===== config.mk =====
export PLATFORM = sky130hd
export DESIGN_NAME = if_id_stage
export DESIGN_NICKNAME = d
export VERILOG_FILES = /design/src/rtl/if_id_stage.sv
export SDC_FILE = /design/constraint.sdc
export NUM_CORES = 1
export LEC_CHECK = 0
export ABC_CLOCK_PERIOD_IN_PS = 7850
export CAP_MARGIN = 20
export CORE_MARGIN = 2
export CORE_UTILIZATION = 48
export DETAILED_ROUTE_END_ITERATION = 6
export HOLD_SLACK_MARGIN = 0.06
export PLACE_DENSITY = 0.82
export SLEW_MARGIN = 10
export SYNTH_ARGS = -nofsm -noshare
export SYNTH_HDL_FRONTEND = slang
export SYNTH_SLANG_ARGS = --single-unit

===== constraint.sdc =====
create_clock -name clk_i -period 7.85 [get_ports clk_i]
set_clock_uncertainty 0.05 [all_clocks]
set_input_delay 1.1775 -clock clk_i [delete_from_list [all_inputs] [get_ports clk_i]]
set_output_delay 1.1775 -clock clk_i [all_outputs]
set_load 0.01 [all_outputs]

===== src/rtl/if_id_stage.sv =====
// rtl/if_id_stage.sv - instruction fetch PC register and IF/ID pipeline latch
module if_id_stage #(
    parameter logic [31:0] RESET_PC = 32'h0000_0000
) (
    input  logic        clk_i,
    input  logic        rst_i,
    input  logic        start_i,
    input  logic        PCWrite_i,
    input  logic        stall_i,
    input  logic        flush_i,
    input  logic [31:0] branchTarget_i,
    input  logic [31:0] instr_i,
    output logic [31:0] pc_o,
    output logic [31:0] IFID_pc_o,
    output logic [31:0] IFID_instr_o,
    output logic        IFID_valid_o,
    output logic [15:0] stallCount_o
);

    // PC register: redirect beats hazard hold, which beats fetch-disable hold.
    // The increment wraps naturally at 2^32 and the branch target is taken as-is.
    always_ff @(posedge clk_i or posedge rst_i) begin
        if (rst_i) begin
            pc_o <= RESET_PC;
        end else if (flush_i) begin
            pc_o <= branchTarget_i;
        end else if (PCWrite_i && start_i) begin
            pc_o <= pc_o + 32'd4;
        end
    end

    // IF/ID latch: flush squashes, stall holds, disabled fetch inserts a bubble.
    // A stall with PCWrite still high lets the PC run ahead; that instruction is lost.
    always_ff @(posedge clk_i or posedge rst_i) begin
        if (rst_i) begin
            IFID_pc_o    <= 32'h0000_0000;
            IFID_instr_o <= 32'h0000_0000;
            IFID_valid_o <= 1'b0;
        end else if (flush_i) begin
            IFID_pc_o    <= 32'h0000_0000;
            IFID_instr_o <= 32'h0000_0000;
            IFID_valid_o <= 1'b0;
        end else if (!stall_i) begin
            if (start_i) begin
                IFID_pc_o    <= pc_o;
                IFID_instr_o <= instr_i;
                IFID_valid_o <= 1'b1;
            end else begin
                IFID_pc_o    <= 32'h0000_0000;
                IFID_instr_o <= 32'h0000_0000;
                IFID_valid_o <= 1'b0;
            end
        end
    end

    // Stall cycle counter: only genuine stalls count (a flush overrides the stall), saturating.
    always_ff @(posedge clk_i or posedge rst_i) begin
        if (rst_i) begin
            stallCount_o <= 16'h0000;
        end else if (stall_i && !flush_i && (stallCount_o != 16'hFFFF)) begin
            stallCount_o <= stallCount_o + 16'd1;
        end
    end

endmodule


* Yosys cells after proc, flatten, opt, wreduce, memory -nomap -nowiden *
Cells that the tools add are included.

word-level totals
  flip-flop bits (word level) = 113
  input bits = 70
  output and inout bits = 113
  logic and storage cells = 25

operators by class
  $add $sub $neg = 2
  eq/ne operators = 2
  multiplexer cells = 11
  reductions and logical operators = 5

operators with widths
  cell                                                    count
  two-way mux 32 bit                                      8
  adder 32 x 3 -> 32 bit (second input constant)          1
  adder 16 x 1 -> 16 bit (second input constant)          1
  inequality test 16 bit (second input constant)          1
  logical AND 1 bit                                       3
  two-way mux 1 bit                                       3
  inequality test 2 x 1 -> 1 bit (second input constant)  1
  nonzero test 2 bit                                      1
  logical NOT 1 bit                                       1

* Depth between registers and ports, before layout *
  word-level depth = 3
  gate-level depth with buffers = 6
  mapped depth without buffers = 5

* Worst setup path after synthesis *
Ideal clock, no wire load.

  path type = input port to flip-flop
  from = in PCWrite_i
  to = reg pc_o[27]
  setup time = 0.141 ns
  arrival time = 2.456 ns
  required time = 7.659 ns
  path slack = 5.203 ns
  stages = 6
  path buffers = 2
  cells stage by stage = nand3_1 or4_4 buf_6 buf_2 o41ai_1 a31oi_1

on the way
  word-level cells in the longest chain between the ends = 2

ends and longest elaborated chain
  what                                 RTL line  text
  from (decl)                          8         input logic PCWrite_i,
  logical AND 1 bit                    27        end else if (PCWrite_i && start_i) begin
  nonzero test 2 bit (no source line)  --
  to (signal assigned)                 26        pc_o <= branchTarget_i;
  to (signal assigned)                 28        pc_o <= pc_o + 32'd4;
  to (decl)                            13        output logic [31:0] pc_o,

Every way passes these cells.
A chain may end at the register's enable or synchronous reset.

* Worst setup path in the final report *
  from = in flush_i
  to = reg stallCount_o[1]

on the way
  word-level cells in the longest chain between the ends = 3

ends and longest elaborated chain
  what                            RTL line  text
  from (decl)                     10        input logic flush_i,
  logical NOT 1 bit               60        end else if (stall_i && !flush_i && (stallCount_o != 16'hFFFF)) begin
  logical AND 1 bit (2 in a row)  60
  to (signal assigned)            61        stallCount_o <= stallCount_o + 16'd1;
  to (decl)                       17        output logic [15:0] stallCount_o

Every way passes these cells.

==> results.txt <==
- The worst register-to-register path begins at pc_o[6].
- In the routed design, unresolved DRC markers number 0.
- The share of synthesized area in the top cell type comes to 0.577.
- The biggest area contributor in the post-synthesis netlist is dfrtp_1.
* Area of the placeable core: around 9800 um^2
* Crit path max-delay cell type: nor2b_4
- The min-delay analysis places its worst path in the category reg2reg.
- Maximum clock insertion buffer count: 2
* Hold path startpoint: stallCount_o[14]
- Cell with the most instances on the worst path: buf_4
- The analysis attributes to cell leakage a power of 0.00309 uW.
* Input/output buffers: around 180
* Fraction of registers with async set or reset after synthesis: 1.00
* Share of cells above drive strength 1: 0.0710
* Combined flip-flop and latch cell area: 2830 um^2
- After detailed routing, the number of vias per cell comes to 5.83.
- Final weighted congestion of routability-driven global placement: between 0.8 and 0.9
* Post-Syn Nets: between 500 and 600
- Total clock buffers created by CTS: 17
- TritonRoute pass-1 iters: 4
* Global-route total usage across every layer: 0.267
- Worst Setup SP: flush_i
* Global-route wire length before repair: 23,300 um
- Post-route ant nets: 0
* Total count of max-transition violations in the final report: 0
- Most used DFF post-synth: dfrtp_1
- The count of final hold-check violations was 0.
- Clock edge transition at the registers on the reported setup and hold paths: around 0.060 ns
- STA puts the critical path data required time at 8.19 ns.
- The worst hold path terminates at stallCount_o[14].
* Via count of the first global-routing pass: 4,445
- Final wirelength: between 10,000 and 15,000 um
* Register bit total from synthesis: about 110
* Share of the core filled with cells in the final layout: 0.759
* Cell area after technology mapping: about 4900 um^2
* Layout area overhead: 52.1%
* CTS sink cnt: 113
* Setup CP Type: in2reg
- The clock period could shrink to 3.16 ns.
* Unique masters post-synth: 42
- Resize count post-CTS: 0
- The H-tree generated during clock tree synthesis spans 4 levels.
- Clock power share: 0.454
* Chip height: between 100 and 150 um
* Top-level port count: roughly 180
* CP cell instances: clkdlybuf4s50_1, buf_4, nor2b_4, buf_4, o31ai_1, mux2_2
* Result of the run: finished, final reports clean
- Dpl ws: between 4 and 5 ns
* Count of buffers added by post-CTS timing repair for setup: 0
- Multi-input logic area: between 1500 and 2000 um^2
- After detailed routing, the average wire length per cell comes to 19.2 um.
- For the worst-skew pair, the clock arrives at the later sink with an insertion delay of ~0.5 ns.
* Logic depth of the worst register-to-register path: 4
* Relative slew margins: 0.410
- RSZ-0062 raised after global routing: no
- After clock tree synthesis, the flow added hold-fix buffers numbering 0.
- Yosys mapped a number of flops with a built-in enable equal to 0.
* Number of antenna violations at the first check in global routing: 0
- STA classifies the critical path endpoint as a flip-flop.
- Full die area: ~11,000 um^2
- The worst register-to-register path has a setup slack of between 5 and 6 ns.
* Sequential share of the synthesized area: 0.577
- Ranked by total cell area, the synthesized netlist is headed by dfrtp_1, a22o_1, xnor2_1.
* Fmax achieved: 316 MHz
- Final #Nets: between 600 and 700
- For the pin with the worst max-slew slack, the measured transition is just under 0.9 ns.
- Internal Dissipation: 1340 uW
- Initial Utilization: 0.499
- For the worst setup path, the data arrival time is roughly 3.5 ns.
- The analysis attributes to net switching a power of around 450 uW.
- Syn avg cell area: ~11 um^2
* Antenna cell count: 0
- Die Wd: approximately 110 um
- Along the worst hold path, the cell count comes to 1.
* Commonest cells in the synthesized netlist: dfrtp_1, a22o_1, nand2_1
* Pwr Total: ~1800 uW
* Setup violation total in the final timing report: 0
- Once routing completed, OpenROAD measured the worst setup slack at approximately 4.7 ns.
* Count leader, synth: dfrtp_1
* Comb power frac: 0.157
- Placed wire-length estimate: between 9000 and 10,000 um
- DRC violation total after the first TritonRoute iteration: approximately 300
- FILL cells: around 680
* Total number of vias: roughly 4,400
* Power Density: about 240 nW/um^2
- Congestion Overflow GR: 0
- For the final routed database, the setup TNS stands at 0 ns.
- Number of warnings reported in the yosys synthesis log: 0
- Site Rows: 36
- TritonCTS clock tree: done
* DP Cell Count: between 700 and 800
- Biggest cell delay along the critical path: about 0.63 ns
- Endpoint of the lowest-slack register-to-register path: pc_o[23]
- Synth Instances: between 400 and 500
- Final instance count without filler cells: between 700 and 800
- Cell chosen for the clock root: clkbuf_8
- Number of max-cap violations: 0
- Proportion of power drawn by flip-flops and latches: 0.389
- Largest net degree at the start of global routing: 60
* Peak ir drop on the vdd network: roughly 0.00012 V
* Critical Path Source Type: primary input
- Switching share of power: 0.252
- Of the available clock period, the critical path in the final layout requires 0.403.
- Along the worst path, the maximum fanout reaches 40.
through the flow:
step	hold slack [ns]	area [um^2]
finish	0.442	7450
global route	0.455	7450
CTS	0.443	7450
detailed placement	0.431	6830
global placement	0.431	6830
floorplan	0.468	4900
power by group through the flow:
stage	Combinational (uW)	Clock [uW]	Sequential, uW
4_1_cts	283	821	695
3_3_place_gp	275	0	701
2_1_floorplan	101	0	708
6_report	281	813	697
5_1_grt	304	851	705
3_5_place_dp	281	0	702
state kept, by name (all words and copies together), names as in the netlist:
signal,count
IFID_instr_o,32
IFID_pc_o,32
IFID_valid_o,1
pc_o,32
stallCount_o,16
layout by cell type (no fill, tap or decap), types with 11 or more instances in the layout:
cell / n
a31oi_1: 18
o31ai_1: 14
a22o_1: 64
nand2_1: 28
nor2_1: 21
clkbuf_16: 16
dfrtp_1: 113
nand4_1: 16
or4_1: 11
o21ai_0: 18
clkdlybuf4s50_1: 182
xnor2_1: 13
nand3_1: 18
layout make-up:
type                    count  share of cell area
inverters                   8             0.00437
repair buffers            187               0.249
multi-input cells         281               0.261
clock buffers              20              0.0584
flip-flops and latches    113               0.379
well taps                 133              0.0223
clock inverters            11              0.0250
how the worst max path moves through the flow:
stage | depth (start not counted) | slack, ns | endpoint
after global routing | 6 | 4.57 | stallCount_o[1]
after CTS | 6 | 4.67 | stallCount_o[1]
after detailed placement | 6 | 4.15 | stallCount_o[1]
after global placement | 6 | 4.25 | stallCount_o[1]
final | 6 | 4.69 | stallCount_o[1]
after floorplan | 1 | 3.64 | IFID_instr_o[0]
routing by layer:
| layer | track usage | up-vias | wire (um) |
|---|---|---|---|
| met5 | 0 | - | 0 |
| met4 | 0.0743 | 0 | 126 |
| met3 | 0.0886 | 16 | 1180 |
| met2 | 0.414 | 205 | 6720 |
| met1 | 0.361 | 2165 | 6430 |
| li1 | - | 2005 | - |
critical path: cells and delay by family:
kind | cells | cell delay (ns)
AO/OA/AOI/OAI | 1 | 0.21
buffers and inverters | 3 | 1.16
multiplexers | 1 | 0.31
AND/OR/NAND/NOR | 1 | 0.63
kinds of logic (layout without fill, tap and decap cells):
kind of cell | count (synthesis) | in the layout | synth area share
AND/OR/NAND/NOR | 128 | 128 | 0.145
AO/OA/AOI/OAI | 126 | 126 | 0.196
flip-flops | 113 | 113 | 0.577
buffers and inverters | 35 | 226 | 0.0286
XOR/XNOR | 19 | 19 | 0.0340
multiplexers | 6 | 6 | 0.0135
adder cells (fa/ha/maj) | 2 | 2 | 0.00511
Note: power is estimated with default switching activity, not from simulation.
